==> config.mk <==
export PLATFORM = sky130hd
export DESIGN_NAME = cdb_arbiter_flat
export DESIGN_NICKNAME = d
export VERILOG_FILES = /design/src/rtl/cdb_arbiter_pkg.sv /design/src/rtl/cdb_arbiter_if.sv /design/src/rtl/cdb_rr_picker.sv /design/src/rtl/cdb_arbiter.sv /design/src/flat_wrapper.sv
export SDC_FILE = /design/constraint.sdc
export NUM_CORES = 1
export LEC_CHECK = 0
export CAP_MARGIN = 20
export CORE_MARGIN = 10
export CORE_UTILIZATION = 42
export DETAILED_ROUTE_END_ITERATION = 8
export PLACE_DENSITY = 0.79
export SLEW_MARGIN = 20
export SYNTH_ARGS = -nofsm -noshare
export SYNTH_HDL_FRONTEND = slang
export SYNTH_HIERARCHICAL = 1
export SYNTH_SLANG_ARGS = --single-unit
==> constraint.sdc <==
create_clock -name clk -period 7 [get_ports clk]
set_input_delay 1.4 -clock clk [delete_from_list [all_inputs] [get_ports clk]]
set_output_delay 1.4 -clock clk [all_outputs]
set_load 0.005 [all_outputs]
==> src/rtl/cdb_arbiter_pkg.sv <==
// Shared lane-count macros, CDB lane types and the modulo scan helper
// used by the arbiter and its picker.
`ifndef NUM_CDB_LANES
`define NUM_CDB_LANES 2
`endif
`ifndef NUM_CDB_SRC
`define NUM_CDB_SRC 8
`endif

package cdb_arbiter_pkg;

  // Lane fields are sized for the widest supported configuration.
  // Narrower instances cast into and out of these fields.
  localparam int CDB_TAG_W  = 8;
  localparam int CDB_DATA_W = 64;
  localparam int CDB_SRC_W  = 4;

  typedef struct packed {
    logic                  valid;
    logic [CDB_TAG_W-1:0]  tag;
    logic [CDB_DATA_W-1:0] data;
    logic [CDB_SRC_W-1:0]  src;
  } cdb_entry_t;

  typedef cdb_entry_t [`NUM_CDB_LANES-1:0] cdb_t;

  // Modulo add without a divider. Valid when base < n and off <= n,
  // which always holds for the scan offsets and the pointer increment.
  function automatic int wrap_add(input int base, input int off, input int n);
    int sum;
    sum = base + off;
    if (sum >= n) sum = sum - n;
    return sum;
  endfunction

endpackage

==> src/rtl/cdb_arbiter_if.sv <==
// Producer-side handshake and CDB broadcast lanes.
// The master modport is the arbiter; the slave modport is producers and consumers.
interface cdb_arbiter_if #(
  parameter int N_SRC   = 8,
  parameter int NUM_BUS = 2,
  parameter int TAG_W   = 4,
  parameter int DATA_W  = 32,
  parameter int SRC_W   = $clog2(N_SRC)
);
  logic                             flush;
  logic [N_SRC-1:0]                 src_valid;
  logic [N_SRC-1:0][TAG_W-1:0]      src_tag;
  logic [N_SRC-1:0][DATA_W-1:0]     src_data;
  logic [N_SRC-1:0]                 src_ready;
  logic [NUM_BUS-1:0]               cdb_valid;
  logic [NUM_BUS-1:0][TAG_W-1:0]    cdb_tag;
  logic [NUM_BUS-1:0][DATA_W-1:0]   cdb_data;
  logic [NUM_BUS-1:0][SRC_W-1:0]    cdb_src;

  modport master (
    input  flush, src_valid, src_tag, src_data,
    output src_ready, cdb_valid, cdb_tag, cdb_data, cdb_src
  );

  modport slave (
    output flush, src_valid, src_tag, src_data,
    input  src_ready, cdb_valid, cdb_tag, cdb_data, cdb_src
  );
endinterface

==> src/rtl/cdb_rr_picker.sv <==
// One-of-N priority picker: grants the first set bit of mask found when
// scanning upward from start, wrapping modulo N_SRC.
module cdb_rr_picker
  import cdb_arbiter_pkg::*;
#(
  parameter int N_SRC = 8,
  parameter int SRC_W = $clog2(N_SRC)
) (
  input  logic [SRC_W-1:0] start,
  input  logic [N_SRC-1:0] mask,
  output logic [N_SRC-1:0] gnt,
  output logic [SRC_W-1:0] gnt_idx,
  output logic             gnt_any
);

  always_comb begin
    int idx;
    idx     = 0;
    gnt     = '0;
    gnt_idx = '0;
    gnt_any = 1'b0;
    for (int k = 0; k < N_SRC; k++) begin
      idx = wrap_add(int'(start), k, N_SRC);
      if (!gnt_any && mask[idx]) begin
        gnt[idx] = 1'b1;
        gnt_idx  = SRC_W'(idx);
        gnt_any  = 1'b1;
      end
    end
  end

endmodule

==> src/rtl/cdb_arbiter.sv <==
// Round-robin arbiter granting up to NUM_BUS producers per cycle onto the
// common data bus, with registered single-cycle lane pulses.
module cdb_arbiter
  import cdb_arbiter_pkg::*;
#(
  parameter int N_SRC   = `NUM_CDB_SRC,
  parameter int NUM_BUS = `NUM_CDB_LANES,
  parameter int TAG_W   = 4,
  parameter int DATA_W  = 32
) (
  input  logic              clk,
  input  logic              rst,
  cdb_arbiter_if.master     bus,
  output logic [31:0]       stall_cnt
);

  localparam int SRC_W = $clog2(N_SRC);

  logic [SRC_W-1:0] rr_ptr;
  logic [SRC_W-1:0] rr_next;
  logic [31:0]      stall_q;
  logic [N_SRC-1:0] ready;
  logic             stall_evt;

  logic [N_SRC-1:0] mask    [NUM_BUS];
  logic [N_SRC-1:0] gnt     [NUM_BUS];
  logic [SRC_W-1:0] gnt_idx [NUM_BUS];
  logic             gnt_any [NUM_BUS];

  cdb_entry_t lane_d [NUM_BUS];
  cdb_entry_t lane_q [NUM_BUS];

  // Flush and reset both remove every request before the picker chain.
  assign mask[0] = (bus.flush || rst) ? '0 : bus.src_valid;

  // Each picker sees the requests left over by the lanes before it, so
  // scanning from the same pointer yields the next source in scan order.
  for (genvar b = 0; b < NUM_BUS; b++) begin : g_lane
    cdb_rr_picker #(
      .N_SRC (N_SRC),
      .SRC_W (SRC_W)
    ) u_picker (
      .start   (rr_ptr),
      .mask    (mask[b]),
      .gnt     (gnt[b]),
      .gnt_idx (gnt_idx[b]),
      .gnt_any (gnt_any[b])
    );
    if (b < NUM_BUS - 1) begin : g_chain
      assign mask[b+1] = mask[b] & ~gnt[b];
    end
  end

  always_comb begin
    ready   = '0;
    rr_next = rr_ptr;
    for (int b = 0; b < NUM_BUS; b++) begin
      ready = ready | gnt[b];
      if (gnt_any[b]) rr_next = SRC_W'(wrap_add(int'(gnt_idx[b]), 1, N_SRC));
    end
  end

  assign bus.src_ready = ready;
  assign stall_evt     = !bus.flush && ((bus.src_valid & ~ready) != '0);

  always_comb begin
    for (int b = 0; b < NUM_BUS; b++) begin
      lane_d[b] = '0;
      if (gnt_any[b]) begin
        lane_d[b].valid = 1'b1;
        lane_d[b].tag   = CDB_TAG_W'(bus.src_tag[gnt_idx[b]]);
        lane_d[b].data  = CDB_DATA_W'(bus.src_data[gnt_idx[b]]);
        lane_d[b].src   = CDB_SRC_W'(gnt_idx[b]);
      end
    end
  end

  always_ff @(posedge clk or posedge rst) begin
    if (rst) begin
      for (int b = 0; b < NUM_BUS; b++) lane_q[b] <= '0;
    end else begin
      for (int b = 0; b < NUM_BUS; b++) lane_q[b] <= lane_d[b];
    end
  end

  always_ff @(posedge clk or posedge rst) begin
    if (rst) begin
      rr_ptr  <= '0;
      stall_q <= '0;
    end else if (bus.flush) begin
      rr_ptr  <= '0;
    end else begin
      rr_ptr <= rr_next;
      if (stall_evt && (stall_q != 32'hFFFF_FFFF)) stall_q <= stall_q + 32'd1;
    end
  end

  assign stall_cnt = stall_q;

  always_comb begin
    bus.cdb_valid = '0;
    bus.cdb_tag   = '0;
    bus.cdb_data  = '0;
    bus.cdb_src   = '0;
    for (int b = 0; b < NUM_BUS; b++) begin
      bus.cdb_valid[b] = lane_q[b].valid;
      bus.cdb_tag[b]   = TAG_W'(lane_q[b].tag);
      bus.cdb_data[b]  = DATA_W'(lane_q[b].data);
      bus.cdb_src[b]   = SRC_W'(lane_q[b].src);
    end
  end

endmodule

==> src/flat_wrapper.sv <==
// flat-port wrapper written by rule: the top's interface ports become plain ports
module cdb_arbiter_flat import cdb_arbiter_pkg::*;
#(
  parameter int N_SRC   = `NUM_CDB_SRC,
  parameter int NUM_BUS = `NUM_CDB_LANES,
  parameter int TAG_W   = 4,
  parameter int DATA_W  = 32
)
  (clk, rst, stall_cnt, bus_flush, bus_src_valid, bus_src_tag, bus_src_data, bus_src_ready, bus_cdb_valid, bus_cdb_tag, bus_cdb_data, bus_cdb_src);
  cdb_arbiter_if #(.N_SRC(N_SRC), .NUM_BUS(NUM_BUS), .TAG_W(TAG_W), .DATA_W(DATA_W)) bus_i ();
  input  logic clk;
  input  logic rst;
  output logic [31:0] stall_cnt;
  input wire logic [$bits(bus_i.flush)-1:0] bus_flush;
  input wire logic [$bits(bus_i.src_valid)-1:0] bus_src_valid;
  input wire logic [$bits(bus_i.src_tag)-1:0] bus_src_tag;
  input wire logic [$bits(bus_i.src_data)-1:0] bus_src_data;
  output wire logic [$bits(bus_i.src_ready)-1:0] bus_src_ready;
  output wire logic [$bits(bus_i.cdb_valid)-1:0] bus_cdb_valid;
  output wire logic [$bits(bus_i.cdb_tag)-1:0] bus_cdb_tag;
  output wire logic [$bits(bus_i.cdb_data)-1:0] bus_cdb_data;
  output wire logic [$bits(bus_i.cdb_src)-1:0] bus_cdb_src;
  assign bus_i.flush = bus_flush;
  assign bus_i.src_valid = bus_src_valid;
  assign bus_i.src_tag = bus_src_tag;
  assign bus_i.src_data = bus_src_data;
  assign bus_src_ready = bus_i.src_ready;
  assign bus_cdb_valid = bus_i.cdb_valid;
  assign bus_cdb_tag = bus_i.cdb_tag;
  assign bus_cdb_data = bus_i.cdb_data;
  assign bus_cdb_src = bus_i.cdb_src;
  cdb_arbiter #(.N_SRC(N_SRC), .NUM_BUS(NUM_BUS), .TAG_W(TAG_W), .DATA_W(DATA_W)) u_core (.clk(clk), .rst(rst), .bus(bus_i), .stall_cnt(stall_cnt));
endmodule
==> results of run 1 <==
[metrics by stage]
step                      hold slack [ns]  setup WS, ns  std cells
after floorplan                     0.477        -0.196        959
after global placement              0.483         -1.51       1789
after detailed placement            0.481         -1.62       1789
after CTS                           0.496        -0.970       1908
after global routing                0.521         -1.06       1940
final                               0.500        -0.935       1940
[cells by family (layout without fill, tap and decap cells)]
| kind of cell | count (synthesis) | count (layout) | share of synthesized area (%) |
|---|---|---|---|
| xor+xnor | 41 | 41 | 3.17 |
| other cells | 0 | 7 | 0 |
| flops | 115 | 115 | 25.4 |
| fa+ha+maj | 18 | 18 | 1.99 |
| compound gates | 109 | 113 | 6.78 |
| simple gates | 297 | 297 | 14.9 |
| buf+inv | 99 | 728 | 4.06 |
| mux | 280 | 280 | 43.7 |
[flip-flops by register name, indices dropped and copies added (netlist names)]
register / cells
u_core/bus.cdb_data: 64
u_core/rr_ptr: 3
u_core/bus.cdb_valid: 2
u_core/bus.cdb_tag: 8
u_core/bus.cdb_src: 6
u_core/stall_cnt: 32
[metal layers]
metal  wire length, µm  vias up  share of wire (%)
li1                  -     5062                  -
met1             19100     5994                 36
met2             27400      734                 51
met3              5100      127                9.5
met4              2010        2                3.7
met5                20        -              0.037
[worst max-delay path, delay by kind of cell]
family / cells / cell delay [ns]
AOI/OAI and AO/OA: 4 / 0.91
buffers and inverters: 5 / 0.51
muxes: 5 / 1.94
and+or+nand+nor: 8 / 1.77
[layout make-up]
cell class	instances	area (µm²)
flip-flops and latches	115	2880
diodes	7	17.5
repair buffers	674	6590
fillers	1832	7390
clock inverters	15	209
inverters	22	85.1
multi-input cells	749	8770
well taps	341	427
clock buffers	17	425
[worst min-delay path by stage]
stage | cells past startpoint | endpoint | startpoint
floorplan | 1 | u_core/stall_cnt[27]$_DFFE_PP0P_ | u_core/stall_cnt[27]$_DFFE_PP0P_
global placement | 1 | u_core/stall_cnt[30]$_DFFE_PP0P_ | u_core/stall_cnt[30]$_DFFE_PP0P_
detailed placement | 1 | u_core/stall_cnt[30]$_DFFE_PP0P_ | u_core/stall_cnt[30]$_DFFE_PP0P_
CTS | 1 | u_core/stall_cnt[30]$_DFFE_PP0P_ | u_core/stall_cnt[30]$_DFFE_PP0P_
global route | 1 | u_core/stall_cnt[14]$_DFFE_PP0P_ | u_core/stall_cnt[14]$_DFFE_PP0P_
finish | 1 | u_core/stall_cnt[31]$_DFFE_PP0P_ | u_core/stall_cnt[31]$_DFFE_PP0P_
[cells in the final DEF, fill, tap and decap left out, drive strengths merged, types with 31 or more instances in the layout]
cell	count
buf	268
nand2	51
mux2i	97
xnor2	32
clkdlybuf4s50	400
nor2b	82
dfrtp	115
inv	31
mux4	169
nor2	44
[where the power goes]
part	internal, µW	switching, µW
clock network	582	383
registers	975	117
logic	5930	4970
total	7490	5470
[repair_timing]
action                                  CTS  global route
cloned                                    9             7
endpoints found under the setup margin   80            79
hold endpoints to repair                  0             0
buffers inserted                         86            36
pin swaps                                58            65
gates resized for setup                 152            96
==> results.py, run 1 <==
metrics = {
    "drt": {
        "drt-pass1-iter-count": 8,
        "drt_iter0_markers": 1192,
        "routed_wl_um": 53600,
        "vias": 11900,
        "route.detailed.drc": 0,
        "vias_per_cell": 6.14,
        "postRouteAntennaNets": 0,
        "wl_per_cell_um": 27.6,
    },
    "sta": {
        "hold_viol": 0,
        "rsz0062_at_grt": "true",
        "report.final.slew_viol_count": 0,
        "setup_ws_ns": -0.935,
        "tns_ns": -22.79,
        "finalSetupViolCount": 77,
        "fin_crit_sh_pct": 113,
        "period_needed_ns": 7.94,
        "finClkSkew_ns": 0.0149,
        "relSlewSlack_pct": 18.4,
        "fmax_mhz": 126,
        "tightestPinTransition_ns": 1.22,
    },
    "logic_synthesis": {
        "synth_top_area_share_pct": 32.8,
        "synth_cells": 959,
        "postSynthAreaPerCell_um2": 11.8,
        "synth_seq_cells": 115,
        "synthArstFlopShare_pct": 100,
        "ys_warn_count": 6,
        "yosys.area.top_type": "mux4_2",
        "synth-edff-count": 0,
        "syn_area_mm2": 0.0113,
        "netlist-cell-type-count": 78,
        "synth_commonest_cells": "mux4_2 (165), dfrtp_1 (115), mux2i_1 (96)",
        "syn-num-nets": 1276,
        "synth_most_common_cell": "mux4_2",
        "synthFlopType": "dfrtp_1",
        "seq_area_frac_synth_pct": 25.4,
        "synth.area.top_cells": "mux4_2 (33%), dfrtp_1 (25%), mux2i_1 (8.5%), nor2b_1 (4.5%), xnor2_1 (2.5%)",
    },
    "global_routing": {
        "grt_pass1_wl_um": 76800,
        "grt.total_usage_pct": 29.8,
        "grt.met3_usage_pct": 9.06,
        "busiest_layer": "met2",
        "antenna_found_initial": 9,
        "grt_max_degree": 68,
        "gr-usage-met2_pct": 51.1,
        "grt.overflow.total": 0,
        "grt_pass1_vias": 12500,
        "met1_usage_pct": 34.2,
    },
    "clocking": {
        "clkTransAtPathRegs_ns": 0.06,
        "cts.sinks": 115,
        "clkLatencyLatePin_ns": 0.41,
        "cts_max_level": 4,
        "cts_tree": "done",
        "cts_buffers": 17,
        "clock-root-buffer": "clkbuf_16",
        "ctsHoldBuffers": 0,
        "clock_path_buffers": 2,
    },
    "floorplan": {
        "start_util_pct": 42.3,
        "fp.dieW_um": 184,
        "dieArea_mm2": 0.0340,
        "core_mm2": 0.0268,
        "die_y_um": 184,
        "rows": 60,
        "pin_count": 419,
    },
    "setup_path": {
        "arrival_ns": 6.54,
        "ff2ff_path_depth": 28,
        "crit_top_cell": "mux4_2",
        "setup.worst_path.end": "bus_src_ready[2]",
        "r2r-start": "u_core/rr_ptr[1]$_DFFE_PP0P_",
        "cp_cell_sequence": "buf_8, nor2_4, and2_4, mux4_2, or2_1, mux4_2, or4b_4, o21ai_4, mux2i_4, a22oi_2, nor2b_4, mux4_2, mux2_4, nand3b_4, buf_6, buf_6, nor4_4, o32ai_2, a32oi_2, nor2_2, inv_1, buf_2",
        "ff2ff_setup_slack_ns": -0.09,
        "start_kind": "primary input",
        "required_ns": 5.60,
        "end_kind": "output pin",
        "critPathKind": "in -> out",
        "slowest_stage": "or4b_4",
        "r2r_end": "u_core/stall_cnt[26]$_DFFE_PP0P_",
        "cp_max_fo": 8,
        "critPathLaunch": "bus_flush",
        "cpPeakStageDelay_ns": 0.57,
    },
    "placement": {
        "dp_hpwl_um": 38900,
        "io_buffers": 418,
        "gp_congestion": 0.920,
        "place_area_mm2": 0.0170,
    },
    "final_layout": {
        "drive_gt1_share_pct": 38.8,
        "fin_area_mm2": 0.0194,
        "final_core_util_pct": 72.4,
        "areaGrowthSynthToFinish_pct": 71.1,
        "layout.nets": 1896,
    },
    "min_path": {
        "hp-class": "reg -> reg",
    },
    "pwr": {
        "vdd_drop_max_mv": 0.388,
        "cellLeakagePower_uw": 0.00767,
        "total_power_uw": 13000,
        "p_per_area_mw_per_mm2": 668,
    },
    "flow_run": {
        "cap_violations": 0,
    },
    "status": {
        "status": "finished, violations left",
        "failed_checks": "negative setup slack",
    },
}
No activity file was read; power rests on OpenSTA's default activity.
==> inputs of run 2 (changes only) <==
--- a/config.mk
+++ b/config.mk
@@ -8,6 +8,7 @@
 export CAP_MARGIN = 20
 export CORE_MARGIN = 10
 export CORE_UTILIZATION = 42
+export CTS_CLUSTER_SIZE = 20
 export DETAILED_ROUTE_END_ITERATION = 8
 export PLACE_DENSITY = 0.79
 export SLEW_MARGIN = 20
==> results of run 2 <==
The final DEF is identical to that of run 1; final timing and power are the same.
